$ cat src/rtl/legv8_pkg.sv
// Shared types and constants for the LEGv8 fetch stage.
package legv8_pkg;

   localparam int          LEGV8_XLEN     = 32;
   localparam logic [31:0] LEGV8_PC_INC   = 32'd4;
   localparam logic [31:0] LEGV8_RESET_PC = 32'h0000_0000;

   typedef enum logic [1:0] {
      BOOT = 2'd0,
      REQ  = 2'd1,
      WAIT = 2'd2,
      HOLD = 2'd3
   } fetch_state_t;

   // Offset is a word count; the shift turns it into a byte offset, wrapping mod 2^32.
   function automatic logic [LEGV8_XLEN-1:0] branch_target(
      input logic [LEGV8_XLEN-1:0] pc,
      input logic [LEGV8_XLEN-1:0] offset
   );
      return pc + (offset << 2);
   endfunction

endpackage

$ cat src/rtl/legv8_pc_fetch_pc_next_sel.sv
// Next-PC multiplexer: sequential PC or branch target.
module pc_next_sel
   import legv8_pkg::*;
(
   input  logic [LEGV8_XLEN-1:0] seq_pc_i,
   input  logic [LEGV8_XLEN-1:0] tgt_pc_i,
   input  logic                  sel_i,
   output logic [LEGV8_XLEN-1:0] next_pc_o
);

   assign next_pc_o = sel_i ? tgt_pc_i : seq_pc_i;

endmodule

$ cat src/rtl/legv8_pc_fetch.sv
// LEGv8 fetch sequencer: owns the PC, issues single-outstanding imem reads and
// presents instructions to decode with stall hold and branch redirect/flush.
//
// Handshake: a request transfers on a rising edge where imem_req && imem_ready;
// imem_addr is held stable while imem_req is high. Read data is taken only in
// WAIT on imem_rvalid. Decode consumes instr_out on a cycle where
// instr_valid && !stall.
module legv8_pc_fetch
   import legv8_pkg::*;
#(
   parameter logic [31:0] RESET_PC = LEGV8_RESET_PC,
   parameter logic [31:0] PC_INC   = LEGV8_PC_INC
) (
   input  logic        clk,
   input  logic        reset,
   input  logic        stall,
   input  logic        branch_taken,
   input  logic [31:0] branch_pc,
   input  logic [31:0] branch_offset,
   output logic        imem_req,
   output logic [31:0] imem_addr,
   input  logic        imem_ready,
   input  logic        imem_rvalid,
   input  logic [31:0] imem_rdata,
   output logic [31:0] instr_out,
   output logic [31:0] pc_out,
   output logic        instr_valid,
   output logic [1:0]  fetch_state_dbg
);

   fetch_state_t state_q;
   logic [31:0]  pc_q;
   logic [31:0]  addr_q;
   logic [31:0]  instr_q;
   logic [31:0]  pc_out_q;
   logic         req_q;
   logic         valid_q;
   logic         drop_q;

   logic         redirect;
   logic [31:0]  seq_pc;
   logic [31:0]  tgt_pc;
   logic [31:0]  next_pc;

   // Redirects are ignored in BOOT so the first fetch is always at RESET_PC.
   assign redirect = branch_taken && (state_q != BOOT);
   assign seq_pc   = pc_q + PC_INC;
   assign tgt_pc   = branch_target(branch_pc, branch_offset);

   pc_next_sel u_pc_next_sel (
      .seq_pc_i  (seq_pc),
      .tgt_pc_i  (tgt_pc),
      .sel_i     (redirect),
      .next_pc_o (next_pc)
   );

   always_ff @(posedge clk) begin
      if (reset) begin
         state_q  <= BOOT;
         pc_q     <= RESET_PC;
         req_q    <= 1'b0;
         addr_q   <= 32'h0;
         instr_q  <= 32'h0;
         pc_out_q <= 32'h0;
         valid_q  <= 1'b0;
         drop_q   <= 1'b0;
      end else begin
         if (redirect) begin
            pc_q    <= next_pc;
            valid_q <= 1'b0;
         end
         case (state_q)
            BOOT: begin
               state_q <= REQ;
               req_q   <= 1'b1;
               addr_q  <= pc_q;
            end
            REQ: begin
               // The presented instruction was consumed in the previous cycle.
               valid_q <= 1'b0;
               if (redirect) begin
                  drop_q <= 1'b1;
               end
               if (imem_ready) begin
                  state_q <= WAIT;
                  req_q   <= 1'b0;
               end
            end
            WAIT: begin
               if (redirect && !imem_rvalid) begin
                  drop_q <= 1'b1;
               end
               if (imem_rvalid) begin
                  if (drop_q || redirect) begin
                     drop_q  <= 1'b0;
                     state_q <= REQ;
                     req_q   <= 1'b1;
                     addr_q  <= redirect ? next_pc : pc_q;
                  end else begin
                     instr_q  <= imem_rdata;
                     pc_out_q <= pc_q;
                     valid_q  <= 1'b1;
                     pc_q     <= next_pc;
                     if (stall) begin
                        state_q <= HOLD;
                     end else begin
                        state_q <= REQ;
                        req_q   <= 1'b1;
                        addr_q  <= next_pc;
                     end
                  end
               end
            end
            HOLD: begin
               if (redirect) begin
                  state_q <= REQ;
                  req_q   <= 1'b1;
                  addr_q  <= next_pc;
               end else if (!stall) begin
                  state_q <= REQ;
                  req_q   <= 1'b1;
                  addr_q  <= pc_q;
                  valid_q <= 1'b0;
               end
            end
            default: begin
               state_q <= BOOT;
               req_q   <= 1'b0;
            end
         endcase
      end
   end

   assign imem_req        = req_q;
   assign imem_addr       = addr_q;
   assign instr_out       = instr_q;
   assign pc_out          = pc_out_q;
   assign instr_valid     = valid_q;
   assign fetch_state_dbg = state_q;

endmodule

$ cat config.mk
export PLATFORM = sky130hd
export DESIGN_NAME = legv8_pc_fetch
export DESIGN_NICKNAME = d
export VERILOG_FILES = /design/src/rtl/legv8_pkg.sv /design/src/rtl/legv8_pc_fetch_pc_next_sel.sv /design/src/rtl/legv8_pc_fetch.sv
export SDC_FILE = /design/constraint.sdc
export NUM_CORES = 1
export LEC_CHECK = 0
export CAP_MARGIN = 20
export CELL_PAD_IN_SITES_DETAIL_PLACEMENT = 1
export CELL_PAD_IN_SITES_GLOBAL_PLACEMENT = 2
export CORE_ASPECT_RATIO = 1.5
export CORE_MARGIN = 3
export CORE_UTILIZATION = 25
export DETAILED_ROUTE_END_ITERATION = 6
export GPL_TIMING_DRIVEN = 0
export MAX_ROUTING_LAYER = met4
export PLACE_DENSITY = 0.83
export REMOVE_ABC_BUFFERS = 1
export SLEW_MARGIN = 20
export SYNTH_ARGS = -nofsm -noshare
export SYNTH_HDL_FRONTEND = slang
export SYNTH_SLANG_ARGS = --single-unit
$ cat constraint.sdc
create_clock -name clk -period 2.8 [get_ports clk]
set_input_delay 0.28 -clock clk [delete_from_list [all_inputs] [get_ports clk]]
set_output_delay 0.28 -clock clk [all_outputs]
set_load 0.01 [all_outputs]
Yosys cells after proc, flatten, opt, wreduce, memory -nomap -nowiden
Index checks and enable logic that the tools add are counted.

Input bits: 102. Word-level logic and storage cells: 67. Bits in registers: 133. Output and inout bits: 100.

Add/subtract/negate cells: 2. Eq/ne operators: 8. Bitwise logic cells: 1. Mux-type cells: 35. Reduce and logical (&&, ||, !) cells: 13.

Operators with widths (number): two-way mux 32 bit (10); case mux 32 bit (3 select lines) (1); adder 32 x 3 -> 32 bit (second input constant) (1); adder 32 bit (1); two-way mux 1 bit (14); two-way mux 2 bit (6); case mux 2 bit (4 select lines) (1); != test 2 bit (second input constant) (3); != test 3 bit (second input constant) (2); AND reduction 3 bit (2); equality test 2 bit (second input constant) (2); case mux 1 bit (4 select lines) (1); AND reduction 2 bit (2); AND reduction 4 bit (1); nonzero test 2 bit (2); case mux 1 bit (3 select lines) (1); nonzero test 3 bit (1); equality test 2 x 1 -> 1 bit (second input constant) (1); logical AND 1 bit (2); zero test 2 bit (1); case mux 1 bit (2 select lines) (1); zero test 1 bit (1); logical OR 1 bit (1); inverter 1 bit (1).

Logic depth before layout (Yosys ltp)
Gate-level depths: netlist (run 1).

Word-level depth: 7. Gate-level depth with buffers: 13. Gate-level depth less buffers: 11.

Modules after synthesis
From an unflattened synthesis (run 1), not the netlist that was laid out.

Cell total of the unflattened synthesis: 1080. Area, all modules: 8204.1 µm².

By module, submodules not included: legv8_pc_fetch (instances 1, sequential area each 2662.6 µm², cells each 1044, area each 7659.8 µm²); pc_next_sel (instances 1, sequential area each 0.0 µm², cells each 36, area each 544.3 µm²).

Worst setup path after synthesis (run 1)
Ideal clock, no wire load.

Path type: input -> register. Start: input branch_pc[2]. End: register addr_q[28] (netlist: imem_addr[28]). Data required time: 2688 ps. Setup slack: -143 ps. Buffers on the path: 0. Data arrival time: 2831 ps. Setup time: 112 ps. Cell stages on the path: 11. Cells stage by stage: ha_1 > fa_1 > a21oi_1 > o211ai_2 > a2111oi_1 > nor3_1 > a21o_1 > a221oi_1 > xnor2_1 > nand2_1 > a2111oi_1.

Longest elaborated chain between the ends: 6. Elaborated cells on any way between the ends: 8. Classes of those cells: add/sub: 1; mux: 7.

Ends and longest elaborated chain: start, declared (RTL line legv8_pc_fetch.sv:18) `input logic [31:0] branch_pc,`; adder 32 bit * (RTL line legv8_pkg.sv:20) `return pc + (offset << 2);`; two-way mux 32 bit * (RTL line legv8_pc_fetch_pc_next_sel.sv:11) `assign next_pc_o = sel_i ? tgt_pc_i : seq_pc_i;`; two-way mux 32 bit, on equally long branches (RTL line legv8_pc_fetch.sv:104, legv8_pc_fetch.sv:98); two-way mux 32 bit (RTL line legv8_pc_fetch.sv:94) `if (drop_q || redirect) begin`; two-way mux 32 bit (RTL line legv8_pc_fetch.sv:93) `if (imem_rvalid) begin`; case mux 32 bit (3 select lines) * (RTL line legv8_pc_fetch.sv:72) `case (state_q)`; end signal, assigned (RTL line legv8_pc_fetch.sv:76) `addr_q <= pc_q;`; end signal, assigned (RTL line legv8_pc_fetch.sv:98) `addr_q <= redirect ? next_pc : pc_q;`; end signal, assigned (RTL line legv8_pc_fetch.sv:109) `addr_q <= next_pc;`; end, declared (RTL line legv8_pc_fetch.sv:33) `logic [31:0] addr_q;`.

Mark *: on every way between the ends. The rest lies on a longest branch, timed or not. The select of a mux whose other input is x is not followed. A chain may end at the register's enable or synchronous reset.

Worst setup path in the final report (run 1)
Ends and elaborated chain as after synthesis.

==> flow_summary.json, run 1 <==
{
  "core_um2": 31400,
  "drv_cap": 0,
  "yosysWarningCount": 0,
  "vias_per_cell": 5.09,
  "slew_viol_final": 0,
  "worst_setup_path_start_kind": "primary input",
  "setup_ws_ns": 0.133,
  "num_vias": 8610,
  "synthCells": 1097,
  "overflow": 0,
  "critPathArrivalTime_ns": 3.01,
  "p_leak_nw": 4.18,
  "fmax_mhz": 375,
  "cts_tree": "built",
  "drt_iter0_markers": 356,
  "ant_nets": 0,
  "grt_pass1_wl_mm": 50.3,
  "layout_commonest_cell": "nand2_1",
  "die_y_um": 226,
  "cp_num_buf_inv": 1,
  "post-dp-hpwl_mm": 22.9,
  "die_x_um": 153,
  "crit_path_top_delay_cell": "fa_2",
  "avgSynthCellArea_um2": 7.35,
  "setup_violations": 0,
  "synth_edf_count": 0,
  "rows": 79,
  "final_hold_viol_count": 0,
  "layout_common_cells": "nand2_1 (224), clkdlybuf4s50_1 (188), a21oi_1 (138), dfxtp_1 (129), nor2_1 (107)",
  "cp_max_fo": 3,
  "dp_slack_ns": -1.38,
  "cpLargestDelayFamily": "compound AO/OA/AOI/OAI gates",
  "wl_mm": 32.5,
  "clockRootBuffer": "clkbuf_16",
  "wl_per_cell_um": 19.2,
  "max_stage_delay_ns": 0.44,
  "grtUsageTotal": 0.188,
  "grt_max_degree": 68,
  "cts.sinks": 133,
  "layout-drive-gt1-share": 0.131,
  "async_flop_share": 0,
  "clkSlewWorstSetupHoldPaths_ns": 0.06,
  "max_slew.worst_pin.slew_ns": 0.886,
  "num_io_pins": 202,
  "drcViolationCount": 0,
  "power-per-cell-area_nw_per_um2": 499,
  "slew_headroom": 0.407,
  "outcome": "complete, no violations",
  "hold_ws_ns": 0.290,
  "path_cells": "clkbuf_2 -> ha_4 -> fa_2 -> a21oi_4 -> o211ai_4 -> a2111oi_4 -> nor3_2 -> a21o_1 -> a221oi_2 -> xnor2_1 -> nand2_2 -> a2111oi_4",
  "worstSkewPairLatency_ns": 0.44,
  "cts_buffer_depth": 2,
  "period_needed_ns": 2.67,
  "drt_first_pass_iters": 5,
  "synth-seq-cells": 133,
  "rsz0062_at_grt": "true",
  "antenna_found_initial": 0,
  "synth-seq-area-share": 0.330,
  "synthesis.area_um2": 8070,
  "postCtsHoldBufs": 0,
  "diodes": 0,
  "port-buffer-count": 199,
  "crit_type": "primary input to flop",
  "die_area_um2": 34500,
  "syn_to_final_growth_pct": 46.0,
  "start_util": 0.257,
  "grt_pass1_vias": 8849,
  "gp_congestion": 0.821,
  "cts_max_level": 4,
  "required_ns": 3.14,
  "synthDistinctLibCells": 79,
  "crit_top_cell": "a2111oi_4",
  "cts_made_buffers": 17,
  "finalClockSkew_ns": 0.00947,
  "layout.nets": 1411,
  "critPathCaptureType": "flop",
  "synth_ff_type": "dfxtp_1",
  "min_period_over_period": 0.952,
  "hp-class": "primary input to flop",
  "vdd_drop_max_uv": 444
}
[path summary, 6_finish.rpt]
kind | start | endpoint | cells after the start | slack (ns)
worst max register to register | fetch_state_dbg[0] | imem_addr[20] | 11 | 0.16
worst max-delay path | branch_pc[2] | imem_addr[28] | 12 | 0.13
worst min-delay path | reset | pc_out[13] | 2 | 0.29
worst min register to register | instr_out[23] | instr_out[23] | 2 | 0.46
[kinds of logic (layout without fill, tap and decap cells)]
logic type	after synthesis	after routing	share of synthesized area
XOR/XNOR	56	56	0.0617
adder cells (fa/ha/maj)	35	35	0.0552
multiplexers	5	5	0.00667
AND/OR/NAND/NOR	435	437	0.234
buffers and inverters	102	290	0.0499
flip-flops	133	133	0.330
AO/OA/AOI/OAI	331	331	0.262
[layer usage]
metal  GRT usage  routed length (µm)  share of wire  vias up
li1            -                   -              -     4204
met1       0.213               13400           0.41     4154
met2       0.341               17100           0.53      203
met3      0.0305                1380          0.042       49
met4      0.0575                 677          0.021        0
met5           -                   0              0        -
[stage by stage]
stage	cells	utilization	setup TNS [ns]	instance area [µm²]	power (mW)
2_1_floorplan	1015	-	-251.47	7740	2.80
3_3_place_gp	1619	0.326	-863.91	10200	3.36
3_5_place_dp	1635	0.336	-42.37	10500	3.42
4_1_cts	1680	0.363	-0.111	11400	5.86
5_1_grt	1692	0.375	-0.0378	11800	6.17
6_report	1692	0.375	0	11800	5.88
[synthesized netlist by cell type, drive strengths merged, types with 22 or more instances]
cell,count,area (µm²)
nor2,113,429
dfxtp,133,2660
nand2,228,856
ha,34,425
o21ai,52,268
a21oi,148,748
a211oi,29,223
clkbuf,60,226
buf,22,101
xnor2,36,323
nand3,26,140
[worst register-to-register path, stage by stage (launching register included)]
cell      delay (ns)
dfxtp_1         0.40
inv_2           0.10
ha_4            0.21
nand2b_4        0.19
a32oi_4         0.30
and2_4          0.23
a21boi_4        0.25
buf_16          0.20
buf_16          0.18
nor2_1          0.07
or3_1           0.31
o32ai_1         0.11
[flip-flops by register name, indices dropped and copies added, names as in the netlist]
signal	count
pc_q	32
instr_out	32
imem_req	1
instr_valid	1
pc_out	32
fetch_state_dbg	2
imem_addr	32
drop_q	1
[where the power goes]
part	switching [mW]	total, mW	internal, mW
clock network	0.878	2.34	1.46
logic	0.769	1.44	0.673
registers	0.116	2.10	1.99
total	1.76	5.88	4.12
[final cells by class]
| cell class | instances | area, µm² |
|---|---|---|
| fill | 3731 | 19700 |
| multi-input combinational | 864 | 5490 |
| sequential | 133 | 2670 |
| timing repair buffer | 238 | 2440 |
| tap | 405 | 507 |
| clock buffer | 22 | 474 |
| clock inverter | 10 | 128 |
| inverter | 20 | 76.3 |
[what timing repair did]
action / CTS / global route
buffers inserted: 11 / 12
cloned: 2 / 0
endpoints found under the hold margin: 0 / 0
endpoints found under the setup margin: 105 / 23
pin swaps: 11 / 29
resized for setup: 33 / 68
No activity file was read; power rests on OpenSTA's default activity.
==> inputs of run 2 (changes only) <==
--- a/config.mk
+++ b/config.mk
@@ -6,5 +6,5 @@
 export NUM_CORES = 1
 export LEC_CHECK = 0
-export CAP_MARGIN = 20
+export CAP_MARGIN = 15
 export CELL_PAD_IN_SITES_DETAIL_PLACEMENT = 1
 export CELL_PAD_IN_SITES_GLOBAL_PLACEMENT = 2
==> constraint.sdc (replaced) <==
create_clock -name clk -period 2.8 [get_ports clk]
set_input_delay 0.56 -clock clk [delete_from_list [all_inputs] [get_ports clk]]
set_output_delay 0.56 -clock clk [all_outputs]
set_load 0.01 [all_outputs]
==> flow_summary.json, run 2 (synthesized netlist as in run 1, its figures left out) <==
{
  "fmax_mhz": 348,
  "cts_tree": "built",
  "vdd_drop_max_uv": 446,
  "layout-drive-gt1-share": 0.153,
  "rsz0062_at_grt": "true",
  "cp_num_buf_inv": 1,
  "drt_first_pass_iters": 5,
  "diodes": 0,
  "power_switching_share": 0.301,
  "dp_slack_ns": -1.66,
  "cts_max_level": 4,
  "outcome": "finished with violations",
  "layout_commonest_cell": "nand2_1",
  "layout_common_cells": "nand2_1 (223), clkdlybuf4s50_1 (172), a21oi_1 (137), dfxtp_1 (131), nor2_1 (106)",
  "violations": "negative setup slack",
  "ant_nets": 0,
  "p_leak_nw": 4.33,
  "die_x_um": 153,
  "cpLargestDelayFamily": "compound AO/OA/AOI/OAI gates",
  "grt_use_met2": 0.346,
  "crit_type": "primary input to flop",
  "setup_violations": 5,
  "cts.sinks": 133,
  "num_io_pins": 202,
  "overflow": 0,
  "fillers": 3720,
  "top_usage_layer": "met2",
  "num_vias": 8699,
  "post-dp-hpwl_mm": 22.9,
  "wl_per_cell_um": 19.4,
  "p_seq_frac": 0.351,
  "crit_top_cell": "a2111oi_4",
  "antenna_found_initial": 0,
  "multi_input_area_um2": 5700,
  "period_needed_ns": 2.87,
  "crit_path_top_delay_cell": "clkdlybuf4s50_1",
  "slew_viol_final": 0,
  "worstSkewPairLatency_ns": 0.45,
  "max_slew.worst_pin.slew_ns": 0.862,
  "critical_path_depth": 11,
  "rows": 79,
  "path_cells": "clkdlybuf4s50_1 -> ha_4 -> nor2_4 -> nor2_1 -> a2111oi_4 -> nor3_2 -> a21o_1 -> a221oi_2 -> xnor2_1 -> nand2_2 -> a2111oi_4",
  "drv_cap": 0,
  "internal-power_mw": 4.19,
  "cts_buffer_depth": 2,
  "max_stage_delay_ns": 0.51,
  "clockRootBuffer": "clkbuf_16",
  "regArea_um2": 2670,
  "postCtsHoldBufs": 0,
  "hp-class": "flop to flop",
  "rr_worst_depth": 8,
  "die_y_um": 226,
  "syn_to_final_growth_pct": 50.3,
  "worst_setup_path_start_kind": "primary input",
  "required_ns": 3.15,
  "final_hold_viol_count": 0,
  "clkPwrFrac": 0.390,
  "final_cells": 1711,
  "wl_mm": 33.2,
  "start_util": 0.257,
  "critPathCaptureType": "flop",
  "clkSlewWorstSetupHoldPaths_ns": 0.06,
  "grt_pass1_vias": 9047,
  "cts_made_buffers": 17,
  "drt_iter0_markers": 373,
  "reg2reg_slack_ns": 0.10,
  "slew_headroom": 0.423,
  "vias_per_cell": 5.08,
  "grt_max_degree": 68,
  "power-per-cell-area_nw_per_um2": 494,
  "critPathArrivalTime_ns": 3.22,
  "gp_congestion": 0.821,
  "port-buffer-count": 199,
  "min_period_over_period": 1.02,
  "p_sw_mw": 1.80,
  "min_path_cells": 2,
  "setup_ws_ns": -0.0699,
  "hold_ws_ns": 0.454,
  "cp_max_fo": 5,
  "met3_usage": 0.0313,
  "use_met1": 0.216,
  "grt_pass1_wl_mm": 51.4,
  "grtUsageTotal": 0.193,
  "drcViolationCount": 0,
  "dp_cells": 1635,
  "combPwrFrac": 0.259,
  "layout.nets": 1430,
  "core_um2": 31400,
  "finish.utilization": 0.386,
  "finalClockSkew_ns": 0.0106,
  "die_area_um2": 34500
}
-- run 2: cell types whose count changed in the layout (fill, tap and decap cells not counted), sizes merged --
cell	previous run	this run
dlygate4sd2	0	17
dlymetal6s2s	8	6
clkdlybuf4s15	0	1
clkdlybuf4s50	188	172
buf	40	61
clkbuf	24	22
-- run 2: per-stage QoR --
| stage | total power [mW] | TNS, ns | instance area, µm² |
|---|---|---|---|
| 5_1_grt | 6.28 | -0.979 | 12100 |
| 4_1_cts | 5.96 | -0.119 | 11800 |
| 6_report | 5.99 | -0.244 | 12100 |
| 3_3_place_gp | 3.36 | -901.15 | 10200 |
| 3_5_place_dp | 3.42 | -74.82 | 10500 |
| 2_1_floorplan | 2.80 | -251.47 | 7740 |
-- run 2: cell type report --
cell class,count,area share
multi-input cells,864,0.470
flip-flops and latches,133,0.220
repair buffers,257,0.212
well taps,405,0.0418
clock buffers,22,0.0391
clock inverters,10,0.0105
inverters,20,0.00630
-- run 2: final timing paths --
check / start / to
max: branch_offset[5] / imem_addr[28]
min: instr_out[23] / instr_out[23]
max reg2reg: fetch_state_dbg[0] / imem_addr[3]
min reg2reg: instr_out[23] / instr_out[23]
-- run 2: power groups by stage --
| stage | combinational (mW) | sequential [mW] | clock (mW) |
|---|---|---|---|
| final | 1.55 | 2.10 | 2.34 |
| after global routing | 1.69 | 2.12 | 2.48 |
| after CTS | 1.46 | 2.10 | 2.40 |
| after detailed placement | 1.28 | 2.14 | 0 |
| after global placement | 1.22 | 2.14 | 0 |
| after floorplan | 0.672 | 2.13 | 0 |
-- run 2: metal layers --
metal / vias up / routed length (µm) / share of wire
li1: 4254 / - / -
met1: 4184 / 13600 / 0.41
met2: 212 / 17400 / 0.52
met3: 49 / 1360 / 0.041
met4: 0 / 795 / 0.024
met5: - / 0 / 0
-- run 2: worst register-to-register path: stages (launching register included) --
cell	delay (ns)
dfxtp_1	0.34
inv_1	0.19
ha_4	0.34
buf_12	0.25
nor2_4	0.12
buf_6	0.19
nor2_1	0.66
a222oi_1	0.26
a211oi_1	0.27
-- run 2: repair_timing --
| item | 4_1_cts | 5_1_grt |
|---|---|---|
| resized for setup | 115 | 38 |
| cloned | 2 | 0 |
| pin swaps | 45 | 23 |
| buffers inserted | 27 | 15 |
| endpoints found under the setup margin | 108 | 23 |
==> inputs of run 3 (changes only) <==
--- a/config.mk
+++ b/config.mk
@@ -17,4 +17,5 @@
 export PLACE_DENSITY = 0.83
 export REMOVE_ABC_BUFFERS = 1
+export SETUP_SLACK_MARGIN = 0.05
 export SLEW_MARGIN = 20
 export SYNTH_ARGS = -nofsm -noshare
==> constraint.sdc (replaced) <==
create_clock -name clk -period 2.8 [get_ports clk]
set_input_delay 0.84 -clock clk [delete_from_list [all_inputs] [get_ports clk]]
set_output_delay 0.84 -clock clk [all_outputs]
set_load 0.01 [all_outputs]
==> flow_summary.json, run 3 (synthesized netlist as in run 1, its figures left out) <==
{
  "outcome": "finished with violations",
  "violations": "negative setup slack",
  "path_cells": "buf_6 -> ha_4 -> fa_2 -> a21oi_4 -> o211ai_4 -> buf_4 -> buf_6 -> nand4b_1 -> a31oi_4 -> a31oi_4 -> a21o_1 -> o21ai_2 -> or4b_1 -> a31oi_1",
  "cts.sinks": 133,
  "power-per-cell-area_nw_per_um2": 489,
  "p_leak_nw": 4.48,
  "clkSlewWorstSetupHoldPaths_ns": 0.06,
  "cts_tree": "built",
  "postCtsHoldBufs": 0,
  "regArea_um2": 2670,
  "slew_viol_final": 0,
  "multi_input_area_um2": 5990,
  "layout_common_cells": "nand2_1 (221), clkdlybuf4s50_1 (159), a21oi_1 (130), dfxtp_1 (129), nor2_1 (102)",
  "drv_cap": 0,
  "final_hold_viol_count": 0,
  "wl_mm": 33.8,
  "port-buffer-count": 199,
  "cts_buffer_depth": 2,
  "cts_max_level": 4,
  "rows": 79,
  "min_period_over_period": 1.12,
  "required_ns": 3.17,
  "cp_num_buf_inv": 3,
  "fmax_mhz": 320,
  "gp_congestion": 0.821,
  "max_slew.worst_pin.slew_ns": 0.861,
  "final_cells": 1734,
  "overflow": 0,
  "wl_per_cell_um": 19.5,
  "hold_ws_ns": 0.454,
  "drt_iter0_markers": 396,
  "grt_pass1_vias": 9205,
  "vias_per_cell": 5.12,
  "layout-drive-gt1-share": 0.208,
  "cp_max_fo": 3,
  "die_area_um2": 34500,
  "core_um2": 31400,
  "crit_path_top_delay_cell": "or4b_1",
  "max_stage_delay_ns": 0.46,
  "die_y_um": 226,
  "start_util": 0.257,
  "rsz0062_at_grt": "true",
  "num_vias": 8877,
  "setup_ws_ns": -0.326,
  "ant_nets": 0,
  "crit_type": "primary input to flop",
  "critPathCaptureType": "flop",
  "grt_pass1_wl_mm": 52.0,
  "num_io_pins": 202,
  "power_mw": 6.15,
  "period_needed_ns": 3.13,
  "layout.nets": 1453,
  "vdd_drop_max_uv": 444,
  "antenna_found_initial": 0,
  "cpLargestDelayFamily": "compound AO/OA/AOI/OAI gates",
  "finalClockSkew_ns": 0.00995,
  "layout_commonest_cell": "nand2_1",
  "die_x_um": 153,
  "grtUsageTotal": 0.195,
  "worstSkewPairLatency_ns": 0.45,
  "grt_max_degree": 68,
  "dp_cells": 1635,
  "post-dp-hpwl_mm": 22.9,
  "drt_first_pass_iters": 4,
  "hp-class": "flop to flop",
  "fin_tns_setup_ns": -2.24,
  "syn_to_final_growth_pct": 55.9,
  "diodes": 0,
  "critPathArrivalTime_ns": 3.49,
  "fillers": 3693,
  "slew_headroom": 0.422,
  "cts_made_buffers": 17,
  "worst_setup_path_start_kind": "primary input",
  "clockRootBuffer": "clkbuf_16",
  "setup_violations": 16,
  "drcViolationCount": 0
}
## run 3: changes by cell type in the layout (fill, tap and decap cells not counted), moves of 5 or more
cell,before,now
dlygate4sd2_1,17,10
clkdlybuf4s15_1,0,5
a21oi_1,137,130
buf_4,47,61
buf_6,7,22
a21oi_2,5,13
clkbuf_2,0,7
clkdlybuf4s50_1,172,159
## run 3: report_power, final
part           internal, mW  leakage (nW)  switching (mW)
Combinational         0.831          3.10           0.877
Clock                  1.46         0.299           0.882
Sequential             1.99          1.08           0.117
## run 3: final timing paths
check | start | endpoint | slack, ns | depth (start not counted)
setup / recovery | branch_offset[0] | pc_q[30] | -0.33 | 14
hold / removal | instr_out[23] | instr_out[23] | 0.45 | 2
setup reg to reg | pc_q[2] | imem_addr[28] | 0.11 | 11
hold reg to reg | instr_out[23] | instr_out[23] | 0.45 | 2
## run 3: tightest hold or removal path, delay by kind of cell (launching register included)
| family | cells | cell delay [ns] |
|---|---|---|
| flops | 1 | 0.30 |
| simple gates | 1 | 0.05 |
| compound gates | 1 | 0.05 |
## run 3: layout make-up
type                       instances  area share
timing repair buffer             280       0.218
clock buffer                      22      0.0377
multi-input combinational        864       0.476
tap                              405      0.0403
clock inverter                    10      0.0101
sequential                       133       0.212
inverter                          20     0.00597
## run 3: repair_timing
action                     in CTS  in global routing
resized for setup             203                 84
setup endpoints to repair     123                 38
gates cloned                    2                  0
pin swaps                      67                 56
buffers inserted               42                 25
## run 3: through the flow
step | cell area, µm² | utilization | worst slack, ns
2_1_floorplan | 7740 | - | -3.13
3_3_place_gp | 10200 | 0.326 | -10.62
3_5_place_dp | 10500 | 0.336 | -1.94
4_1_cts | 12100 | 0.384 | -0.361
5_1_grt | 12600 | 0.400 | -0.472
6_report | 12600 | 0.400 | -0.326
## run 3: routing by layer
metal,up-vias,track usage,wire [µm]
met5,-,-,0
met4,0,0.0696,805
met3,50,0.0309,1260
met2,196,0.352,18000
met1,4326,0.218,13700
li1,4305,-,-
